`config.mk`:
```
export PLATFORM = sky130hd
export DESIGN_NAME = dcm_prog_ctrl
export DESIGN_NICKNAME = d
export VERILOG_FILES = /design/src/rtl/dcm_prog_ctrl.sv
export SDC_FILE = /design/constraint.sdc
export NUM_CORES = 1
export LEC_CHECK = 0
export BUFFER_PORTS_ARGS = -buffer_cell sky130_fd_sc_hd__buf_4
export CORE_MARGIN = 10
export CORE_UTILIZATION = 56
export CTS_CLUSTER_SIZE = 30
export DETAILED_ROUTE_END_ITERATION = 10
export PLACE_DENSITY = 0.78
export RECOVER_POWER = 100
export SETUP_SLACK_MARGIN = 0.5
export SYNTH_ARGS = -nofsm -noshare
export SYNTH_HDL_FRONTEND = slang
export SYNTH_SLANG_ARGS = --single-unit
export TNS_END_PERCENT = 20
```
`constraint.sdc`:
```
create_clock -name clock -period 3.58 [get_ports clock]
set_input_delay 0.537 -clock clock [delete_from_list [all_inputs] [get_ports clock]]
set_output_delay 0.537 -clock clock [all_outputs]
set_load 0.05 [all_outputs]
```
`src/rtl/dcm_prog_ctrl.sv`:
```
// dcm_prog_ctrl: shares the DCM programming port between requesters A and B.
// Round-robin grant, strobe for PULSE_CYCLES, settle for SETTLE_CYCLES, then
// verify the DCM readback before acknowledging the grantee.
// Optional feature macro: DCM_PROG_CTRL_RETRY_EN (one retry on readback mismatch).
module dcm_prog_ctrl #(
   parameter int PULSE_CYCLES  = 4,
   parameter int SETTLE_CYCLES = 16
) (
   input  logic       clock,
   input  logic       reset,
   input  logic       req_a,
   input  logic [2:0] code_a,
   input  logic       req_b,
   input  logic [2:0] code_b,
   input  logic       clr_err,
   input  logic [2:0] prog_rb,
   output logic [2:0] prog_code,
   output logic       update_clock,
   output logic       ack_a,
   output logic       ack_b,
   output logic       ack_err,
   output logic       busy,
   output logic       err
);

   // One shared counter covers both the strobe and the settle window.
   localparam int MAX_CYCLES = (PULSE_CYCLES > SETTLE_CYCLES) ? PULSE_CYCLES : SETTLE_CYCLES;
   localparam int CNT_W      = (MAX_CYCLES > 1) ? $clog2(MAX_CYCLES) : 1;
   localparam logic [CNT_W-1:0] PULSE_LAST  = CNT_W'(PULSE_CYCLES - 1);
   localparam logic [CNT_W-1:0] SETTLE_LAST = CNT_W'(SETTLE_CYCLES - 1);

   typedef enum logic [2:0] {
      ST_IDLE,
      ST_PULSE,
      ST_SETTLE,
      ST_CHECK,
      ST_DONE
   } state_t;

   state_t           state_reg, state_next;
   logic [CNT_W-1:0] cnt_reg, cnt_next;
   logic             grant_b_reg, grant_b_next;   // grantee of current transaction, 1 = B
   logic             rr_b_reg, rr_b_next;         // side favoured on a tie, 1 = B
   logic [2:0]       prog_code_reg, prog_code_next;
   logic             update_clock_reg, update_clock_next;
   logic             ack_a_reg, ack_a_next;
   logic             ack_b_reg, ack_b_next;
   logic             ack_err_reg, ack_err_next;
   logic             busy_reg, busy_next;
   logic             err_reg, err_next;
   logic             err_set;
`ifdef DCM_PROG_CTRL_RETRY_EN
   logic             retry_reg, retry_next;       // a retry has already been spent
`endif

   // Arbitration: a lone request wins, a tie goes to the round-robin side.
   logic       grant_sel;
   logic [2:0] code_sel;
   assign grant_sel = req_b & (~req_a | rr_b_reg);
   assign code_sel  = grant_sel ? code_b : code_a;

   // State and datapath registers; reset aborts any transaction at once.
   always_ff @(posedge clock or posedge reset) begin
      if (reset) begin
         state_reg        <= ST_IDLE;
         cnt_reg          <= '0;
         grant_b_reg      <= 1'b0;
         rr_b_reg         <= 1'b0;
         prog_code_reg    <= 3'd0;
         update_clock_reg <= 1'b0;
         ack_a_reg        <= 1'b0;
         ack_b_reg        <= 1'b0;
         ack_err_reg      <= 1'b0;
         busy_reg         <= 1'b0;
         err_reg          <= 1'b0;
`ifdef DCM_PROG_CTRL_RETRY_EN
         retry_reg        <= 1'b0;
`endif
      end else begin
         state_reg        <= state_next;
         cnt_reg          <= cnt_next;
         grant_b_reg      <= grant_b_next;
         rr_b_reg         <= rr_b_next;
         prog_code_reg    <= prog_code_next;
         update_clock_reg <= update_clock_next;
         ack_a_reg        <= ack_a_next;
         ack_b_reg        <= ack_b_next;
         ack_err_reg      <= ack_err_next;
         busy_reg         <= busy_next;
         err_reg          <= err_next;
`ifdef DCM_PROG_CTRL_RETRY_EN
         retry_reg        <= retry_next;
`endif
      end
   end

   // Next-state logic; outputs are computed for the state being entered so
   // every port comes straight from a flop.
   always_comb begin
      state_next        = state_reg;
      cnt_next          = cnt_reg;
      grant_b_next      = grant_b_reg;
      rr_b_next         = rr_b_reg;
      prog_code_next    = prog_code_reg;
      update_clock_next = 1'b0;
      ack_a_next        = 1'b0;
      ack_b_next        = 1'b0;
      ack_err_next      = 1'b0;
      err_set           = 1'b0;
`ifdef DCM_PROG_CTRL_RETRY_EN
      retry_next        = retry_reg;
`endif
      case (state_reg)
         ST_IDLE: begin
            if (req_a || req_b) begin
               grant_b_next   = grant_sel;
               prog_code_next = code_sel;
               cnt_next       = '0;
`ifdef DCM_PROG_CTRL_RETRY_EN
               retry_next     = 1'b0;
`endif
               if (code_sel == prog_rb) begin
                  // DCM already runs this code: acknowledge without a strobe.
                  state_next = ST_DONE;
                  ack_a_next = ~grant_sel;
                  ack_b_next = grant_sel;
               end else begin
                  state_next        = ST_PULSE;
                  update_clock_next = 1'b1;
               end
            end
         end
         ST_PULSE: begin
            if (cnt_reg == PULSE_LAST) begin
               state_next = ST_SETTLE;
               cnt_next   = '0;
            end else begin
               cnt_next          = cnt_reg + 1'b1;
               update_clock_next = 1'b1;
            end
         end
         ST_SETTLE: begin
            if (cnt_reg == SETTLE_LAST) begin
               state_next = ST_CHECK;
               cnt_next   = '0;
            end else begin
               cnt_next = cnt_reg + 1'b1;
            end
         end
         ST_CHECK: begin
            if (prog_rb == prog_code_reg) begin
               state_next = ST_DONE;
               ack_a_next = ~grant_b_reg;
               ack_b_next = grant_b_reg;
            end else begin
`ifdef DCM_PROG_CTRL_RETRY_EN
               if (!retry_reg) begin
                  retry_next        = 1'b1;
                  state_next        = ST_PULSE;
                  cnt_next          = '0;
                  update_clock_next = 1'b1;
               end else begin
                  state_next   = ST_DONE;
                  ack_a_next   = ~grant_b_reg;
                  ack_b_next   = grant_b_reg;
                  ack_err_next = 1'b1;
                  err_set      = 1'b1;
               end
`else
               state_next   = ST_DONE;
               ack_a_next   = ~grant_b_reg;
               ack_b_next   = grant_b_reg;
               ack_err_next = 1'b1;
               err_set      = 1'b1;
`endif
            end
         end
         ST_DONE: begin
            rr_b_next  = ~grant_b_reg;
            state_next = ST_IDLE;
         end
         default: begin
            state_next = ST_IDLE;
         end
      endcase
      busy_next = (state_next != ST_IDLE);
      // A failure in the same cycle as a clear keeps the flag set.
      err_next  = err_set ? 1'b1 : (clr_err ? 1'b0 : err_reg);
   end

   assign prog_code    = prog_code_reg;
   assign update_clock = update_clock_reg;
   assign ack_a        = ack_a_reg;
   assign ack_b        = ack_b_reg;
   assign ack_err      = ack_err_reg;
   assign busy         = busy_reg;
   assign err          = err_reg;

endmodule

```
==> results_dict.tcl, run 1 <==
set metrics [dict create \
    status "finished, final reports clean" \
    grt_overflow 0 \
    synth_fa_ha_area_frac 0.0118 \
    p_leak_nw 0.552 \
    cp_cell_sequence "o41ai_1 > nor3_1 > a21oi_1 > o21ai_0" \
    synth_top_family_by_area "simple AND/OR/NAND/NOR gates" \
    fin_crit_sh 0.519 \
    end_kind "flip-flop" \
    synth.area.mux_share 0.0283 \
    avgViaCountPerCell 5.82 \
    final.setup.tns_ns 0 \
    die-height_microns 63.5 \
    area_delta_synth_final_pct 15.5 \
    cts_sinks 18 \
    via_count 943 \
    cpMaxStageDelayCell "o41ai_1" \
    first_iter_violations 35 \
    core_sq_um 1760 \
    rows 15 \
    start_util 0.601 \
    yosys.area_share.simple 0.244 \
    cts_tree "built" \
    synth_seq_cells 18 \
    final_layout_size_suffix_gt1_frac 0.168 \
    tightest_slew_ns 1.21 \
    totalWireLength_microns 2380 \
    crit_fanout 11 \
    maxCapViolCount 0 \
    antenna_cells 0 \
    hold_viol 0 \
    placed_area_sq_um 1230 \
    dieArea_sq_um 4030 \
    mostFrequentLayoutCells "dfrtp_1, nand2_1, buf_4, o21ai_0, clkbuf_1" \
    antenna_found_initial 0 \
    first_pass_iters 4 \
    layout.nets 153 \
    synth-compound-area-share 0.227 \
    gp_congestion 0.776 \
    port_buffers 22 \
    antenna_left 0 \
    grt_usage 0.115 \
    power_density_nw_per_um2 793 \
    worstPathRequired_ns 3.76 \
    yosysUniqueCellTypes 38 \
    drc 0 \
    power_w 0.000971 \
    numCtsBuffers 3 \
    post-dp-hpwl_microns 1810 \
    slew_viol_final 0 \
    clkTransAtPathRegs_ns 0.10 \
    critPathArrivalTime_ns 2.03 \
    period_minus_slack_ns 1.86 \
    fin_area_sq_um 1220 \
    crit_type "flip-flop to flip-flop" \
    synth_nets 131 \
    num-fill-cells 159 \
    yosysSeqAreaShare 0.425 \
    cts_max_path_buffers 2 \
    clock_skew_ns 0.00153 \
    cts_resized 0 \
    syn-instance-count 116 \
    rsz0062_at_grt "false" \
    grt_pass1_wl_microns 3910 \
    io_pins 23 \
    report.final.setup_viol 0 \
    wl_per_cell_microns 14.7 \
    synth_area_sq_um 1060 \
    cts_hold_buf 0 \
    clockRootBuffer "clkbuf_4" \
    vdd_drop_max_mv 0.469 \
    post-cts-setup-buffers 0 \
    grt_max_degree 19 \
    critPathLaunchType "flip-flop" \
    fmax_ghz 0.539 \
    layout_commonest_cell "dfrtp_1" \
    syn_avg_cell_area_sq_um 9.14 \
    insertion_delay_ns 0.29 \
    pre_cts_slack_ns 1.59 \
    critPathMaxStageDelay_ns 0.87 \
    synth_xor_area_frac 0.0248 \
    final_util 0.694 \
    grt_pass1_vias 882 \
    ys.warnings.count 0 \
    largest_reg_flops 4 \
    timing.final.ws_setup_ns 1.72 \
    die_w_microns 63.5 \
    hold_class "primary input to async pin" \
    htree_levels 1 \
    relSlewSlack 0.186 \
]
==> path summary, 6_finish.rpt <==
kind	depth (start not counted)	to	startpoint	slack, ns
setup reg to reg	4	cnt_reg[3]	state_reg[1]	1.72
hold / removal	2	state_reg[1]	reset	0.33
hold reg to reg	1	err	err	0.49
setup / recovery	4	cnt_reg[3]	state_reg[1]	1.72
min in group clock	1	err	err	0.49
max in group asynchronous	2	err	reset	2.84
==> routing by layer <==
layer,wire length [microns],vias to the layer above,share of wire,global-route usage
li1,-,458,-,-
met1,1090,444,0.46,0.143
met2,1110,39,0.47,0.176
met3,165,2,0.069,0.0477
met4,8,0,0.0034,0.0355
met5,0,-,0,0
==> final cells by class <==
class,instances,area (sq um),share of cell area
flip-flops and latches,18,450,0.368
inverters,3,11.3,0.00920
well taps,25,31.3,0.0256
multi-input cells,90,563,0.460
repair buffers,22,131,0.107
clock buffers,4,36.3,0.0297
==> cell usage after synthesis (all sizes together) <==
master,instances,share of area
nand3,3,0.014
o31ai,2,0.014
and3,1,0.0059
ha,1,0.012
nand3b,1,0.0071
o22ai,1,0.0059
o21a,1,0.0071
o32ai,1,0.015
or3,3,0.022
o21ai,11,0.052
nand4b,2,0.017
inv,3,0.011
buf,3,0.021
nor2b,4,0.024
a2bb2oi,1,0.0083
o41ai,2,0.024
clkbuf,2,0.0071
and2,1,0.0083
a22o,1,0.0083
or2b,1,0.0071
a21o,2,0.014
a22oi,2,0.014
a21oi,9,0.046
nand2,13,0.046
nor3,3,0.014
nor2,5,0.018
dfrtp,18,0.43
xnor2,3,0.025
or2,1,0.0059
mux2i,3,0.028
nand2b,9,0.055
a31oi,3,0.018
==> critical path, delay by kind of cell (launching register included) <==
kind	cells	cell delay [ns]
AOI/OAI and AO/OA	3	1.12
DFF	1	0.51
and+or+nand+nor	1	0.11
==> power breakdown <==
| group | total, W | switching, W | internal, W |
|---|---|---|---|
| sequential | 0.000352 | 0.0000759 | 0.000276 |
| clock | 0.000125 | 0.0000630 | 0.0000620 |
| combinational | 0.000494 | 0.000334 | 0.000160 |
==> cell families (layout without fill, tap and decap cells) <==
logic type / after synthesis / count (layout)
xor gates and xnor gates: 3 / 3
adders and majority gates: 1 / 1
DFF: 18 / 18
muxes: 3 / 3
AOI/OAI and AO/OA: 36 / 36
buffers and inverters: 8 / 29
and+or+nand+nor: 47 / 47
==> metrics by stage <==
stage / hold slack, ns / instances
3_5_place_dp: 0.473 / 158
6_report: 0.327 / 162
4_1_cts: 0.342 / 162
3_3_place_gp: 0.464 / 158
2_1_floorplan: 0.465 / 116
5_1_grt: 0.369 / 162
No activity file was read; power rests on OpenSTA's default activity.
==> run 2, diff against run 1 <==
ABC_AREA = 1   (was not set)
CORE_UTILIZATION = 52   (was 56)
PLACE_DENSITY = 0.73   (was 0.78)
clock period = 1.9 ns   (was 3.58 ns; I/O delays follow)
==> run 2 against run 1 <==
Net effect: area after synthesis fell by 1.3%; largest power group unchanged; critical endpoint is now prog_code[1]; synthesized cell count rose by 9.5%; cell area rose by 2.8%; clock power rose by 94%.
==> results_dict.tcl, run 2 <==
set metrics [dict create \
    status "finished, final reports clean" \
    yosysUniqueCellTypes 25 \
    clockRootBuffer "clkbuf_4" \
    grt_pass1_vias 855 \
    yosysSeqAreaShare 0.431 \
    cts_max_path_buffers 2 \
    power_w 0.00193 \
    path_delay_family "buffers and inverters" \
    synth_seq_cells 18 \
    port_buffers 22 \
    insertion_delay_ns 0.30 \
    cts_sinks 18 \
    grt_util_met1 0.130 \
    synth.most_common_cell "inv_1" \
    layout.nets 172 \
    relSlewSlack 0.545 \
    critPathLaunchType "flip-flop" \
    grt_overflow 0 \
    antenna_found_initial 0 \
    tightest_slew_ns 0.681 \
    end_kind "output port" \
    pre_cts_slack_ns 0.504 \
    drc 0 \
    antenna_cells 0 \
    start_util 0.539 \
    fin_crit_sh 0.779 \
    synthTopCellsByArea "dfrtp_1, inv_1, nand2_1" \
    grt_max_degree 19 \
    yosysTopAreaCell "dfrtp_1" \
    wl_per_cell_microns 13.5 \
    maxCapViolCount 0 \
    area_delta_synth_final_pct 20.2 \
    final_layout_size_suffix_gt1_frac 0.250 \
    first_pass_iters 5 \
    via_count 926 \
    die-height_microns 64.9 \
    clkTransAtPathRegs_ns 0.11 \
    rsz0062_at_grt "true" \
    grt_usage 0.110 \
    ys.warnings.count 0 \
    critical_path_buf_inv_count 1 \
    worstPathRequired_ns 1.62 \
    hold_viol 0 \
    gp_congestion 0.833 \
    crit_type "flip-flop to output port" \
    crit_cells 1 \
    slew_viol_final 0 \
    core_sq_um 1940 \
    yosys_most_used_dff "dfrtp_1" \
    first_iter_violations 33 \
    post-dp-hpwl_microns 1850 \
    grt.busiest_layer "met2" \
    largest_reg_flops 4 \
    crit_fanout 4 \
    synth.top_cell.area_share 0.431 \
    layout_commonest_cell "inv_1" \
    totalWireLength_microns 2470 \
    p_leak_nw 0.668 \
    antenna_left 0 \
    rows 16 \
    syn_avg_cell_area_sq_um 8.24 \
    async_flop_share 1.00 \
    numCtsBuffers 3 \
    final.setup.tns_ns 0 \
    syn-instance-count 127 \
    mostFrequentLayoutCells "inv_1, nand2_1, dfrtp_1, buf_4, nand3_1" \
    die_w_microns 64.9 \
    ys_top_cells_by_count "inv_1, nand2_1, dfrtp_1" \
    htree_levels 1 \
    cts_tree "built" \
    hold_class "primary input to async pin" \
    synth_area_sq_um 1050 \
    timing.final.ws_setup_ns 0.420 \
    clock_skew_ns 0.00243 \
    synth_nets 142 \
    vdd_drop_max_mv 0.785 \
    ff2ff_path_depth 8 \
    grt_use_met3 0.0361 \
    final_util 0.648 \
    period_minus_slack_ns 1.48 \
    use_met2 0.181 \
    dieArea_sq_um 4210 \
    grt_pass1_wl_microns 3800 \
    avgViaCountPerCell 5.06 \
    cpMaxStageDelayCell "clkbuf_1" \
    synth-edff-count 0 \
    cp_cell_sequence "clkbuf_1" \
    report.final.setup_viol 0 \
    io_pins 23 \
    fmax_ghz 0.676 \
    critPathArrivalTime_ns 1.19 \
    power_density_nw_per_um2 1530 \
    critPathMaxStageDelay_ns 0.49 \
]
==> run 2: cell count changes in the layout (fill, tap and decap cells not counted), sizes merged, moves of 3 or more <==
| cell | delta |
|---|---|
| inv | +26 |
| nand2 | +20 |
| nand3 | +12 |
| nand2b | -9 |
| o21ai | -6 |
| a21oi | -5 |
| nor2b | -4 |
| o22ai | +4 |
| nor2 | +3 |
| or3 | -3 |
| xnor2 | -3 |
==> run 2: kinds of logic after synthesis <==
group	synth area share
compound gates	0.0981
buf+inv	0.104
fa+ha+maj	0.0120
simple gates	0.337
xor+xnor	0.00837
mux	0.00957
flops	0.431
==> run 2: worst paths after layout <==
path	startpoint	end	slack (ns)
min	reset	prog_code[2]	0.08
max	prog_code[1]	prog_code[1]	0.42
max reg2reg	state_reg[1]	busy	0.43
min in group clock	clr_err	err	0.20
min reg2reg	err	err	0.49
max in group asynchronous	reset	state_reg[0]	1.39
==> run 2: layer usage <==
metal	routed length [microns]	up-vias
met5	0	-
met4	56	0
met3	174	8
met2	1210	31
met1	1030	426
li1	-	461
==> run 2: what timing repair did <==
action	CTS	global route
cloned	0	0
setup buffers	0	3
hold buffers	0	0
pin swaps	0	4
setup endpoints to repair	2	6
resized for setup	1	3
==> run 2: metrics by stage <==
step,hold slack (ns),std cells,instance area (sq um)
floorplan,0.224,127,1050
global placement,0.426,176,1240
detailed placement,0.434,176,1240
CTS,0.102,180,1290
global route,0.126,183,1260
finish,0.0847,183,1260
==> run 2: layout make-up <==
class	count	area (sq um)
Tap cell	27	33.8
Timing Repair Buffer	25	150
Inverter	29	109
Sequential cell	18	450
Fill cell	185	684
Clock buffer	4	36.3
Multi-Input combinational cell	80	478
==> run 2: power by group <==
part	switching, W	internal, W	total [W]
combinational	0.000725	0.000299	0.00102
sequential	0.000125	0.000537	0.000661
clock	0.000125	0.000117	0.000242
total	0.000975	0.000953	0.00193
==> run 3, diff against run 2 <==
clock period = 1.5 ns   (was 1.9 ns; I/O delays follow)
==> run 3 against run 2 <==
Net effect: cell count rose by 9.8%; global-route usage rose by 1.6 points; sequential share of layout area fell by 5.6 points; wire length rose by 21%; power rose by 63%; register-to-register slack got worse by 0.35 ns; cell area rose by 20%; sequential cell count did not move; first-iteration DRC count rose by 55%; hold slack improved by 0.074 ns; via count rose by 15%; clock skew rose by 0.0031 ns.
==> results_dict.tcl, run 3 (synthesis gave the netlist of run 2 again) <==
set metrics [dict create \
    via_count 1069 \
    maxCapViolCount 0 \
    path_delay_family "simple AND/OR/NAND/NOR gates" \
    hold_class "primary input to flip-flop" \
    post-dp-hpwl_microns 1850 \
    period_minus_slack_ns 1.42 \
    critPathMaxStageDelay_ns 0.41 \
    layout.nets 190 \
    layout_commonest_cell "buf_4" \
    antenna_left 0 \
    grt_pass1_wl_microns 4330 \
    whs_ns 0.159 \
    largest_reg_flops 4 \
    insertion_delay_ns 0.29 \
    cpMostUsedCell "nand2_4" \
    relSlewSlack 0.710 \
    io_pins 23 \
    final_layout_size_suffix_gt1_frac 0.500 \
    hold_viol 0 \
    avgViaCountPerCell 5.32 \
    grt_max_degree 19 \
    dieArea_sq_um 4210 \
    rsz0062_at_grt "true" \
    clockRootBuffer "clkbuf_4" \
    die_w_microns 64.9 \
    rows 16 \
    antenna_found_initial 0 \
    fmax_ghz 0.703 \
    cts_max_path_buffers 2 \
    start_util 0.539 \
    grt_pass1_vias 985 \
    port_buffers 22 \
    core_sq_um 1940 \
    first_iter_violations 51 \
    cts_sinks 18 \
    critPathArrivalTime_ns 1.61 \
    cts_tree "built" \
    p_leak_nw 0.787 \
    first_pass_iters 4 \
    fin_crit_sh 0.948 \
    htree_levels 1 \
    mostFrequentLayoutCells "buf_4, inv_1, nand2_1, dfrtp_1, nand3_1" \
    cpMaxStageDelayCell "dfrtp_1" \
    grt_overflow 0 \
    status "finished, final reports clean" \
    totalWireLength_microns 2990 \
    crit_type "flip-flop to flip-flop" \
    worstPathRequired_ns 1.69 \
    area_delta_synth_final_pct 44.6 \
    crit_fanout 6 \
    clock_skew_ns 0.00552 \
    antenna_cells 0 \
    vdd_drop_max_mv 1.41 \
    wl_per_cell_microns 14.9 \
    numCtsBuffers 3 \
    cp_cell_sequence "inv_2 > nand2_4 > nand2_8 > nand2_1 > nand3_1 > nand2_2 > nand3_4 > nand2_4 > nand2_4 > nor2_4 > nand2_1" \
    fin_cells 201 \
    clkTransAtPathRegs_ns 0.10 \
    critical_path_buf_inv_count 1 \
    post-place-cells 177 \
    report.final.setup_viol 0 \
    power_density_nw_per_um2 2080 \
    critPathLaunchType "flip-flop" \
    grt_usage 0.126 \
    die-height_microns 64.9 \
    gp_congestion 0.820 \
    end_kind "flip-flop" \
    drc 0 \
    tightest_slew_ns 0.434 \
    slew_viol_final 0 \
]
run 3: cell types whose count changed in the layout (fill, tap and decap cells not counted), sizes merged:
cell,delta
buf,+18
clkbuf,-1
dlygate4sd3,+1
run 3: timing repair:
action                     in CTS  in global routing
setup endpoints to repair      26                 26
buffers inserted               11                  8
hold buffers                    1                  0
resized for setup               9                 12
pin swaps                       8                  3
hold endpoints to repair       18                  0
run 3: power by group:
| group | internal (W) | total, W | switching [W] |
|---|---|---|---|
| clock | 0.000148 | 0.000296 | 0.000148 |
| combinational | 0.000802 | 0.00196 | 0.00116 |
| sequential | 0.000691 | 0.000890 | 0.000199 |
run 3: final cells by class:
cell class / instances / area (sq um)
clock buffer: 4 / 36.3
fill: 123 / 429
inverter: 29 / 109
multi-input combinational: 80 / 573
sequential: 18 / 457
tap: 27 / 33.8
timing repair buffer: 43 / 304
run 3: stage by stage:
step	utilization	setup slack, ns	area, sq um	TNS [ns]	total power, W
after floorplan	-	0.255	1060	0	0.00192
after global placement	0.653	0.164	1270	0	0.00227
after detailed placement	0.653	0.131	1270	0	0.00229
after CTS	0.739	0.155	1440	0	0.00286
after global routing	0.779	-0.00893	1510	-0.0170	0.00336
final	0.779	0.0780	1510	0	0.00315
run 3: path summary, 6_finish.rpt:
| kind | from | endpoint | slack, ns | depth (start not counted) |
|---|---|---|---|---|
| max | rr_b_reg | busy | 0.08 | 11 |
| min | clr_err | err | 0.16 | 4 |
| max reg2reg | rr_b_reg | busy | 0.08 | 11 |
| min reg2reg | err | err | 0.49 | 2 |
| max in group asynchronous | reset | state_reg[1] | 0.61 | 4 |
| min in group asynchronous | reset | update_clock | 0.56 | 4 |
run 3: per-layer routing:
metal | routed length [microns] | GRT usage | up-vias
li1 | - | - | 499
met5 | 0 | 0 | -
met4 | 69 | 0.0321 | 0
met2 | 1540 | 0.218 | 50
met3 | 277 | 0.0550 | 8
met1 | 1110 | 0.139 | 512
run 3: tightest hold or removal path: cells and delay by family:
| kind | cells | cell delay [ns] |
|---|---|---|
| AND/OR/NAND/NOR | 2 | 0.10 |
| buffers and inverters | 2 | 0.11 |
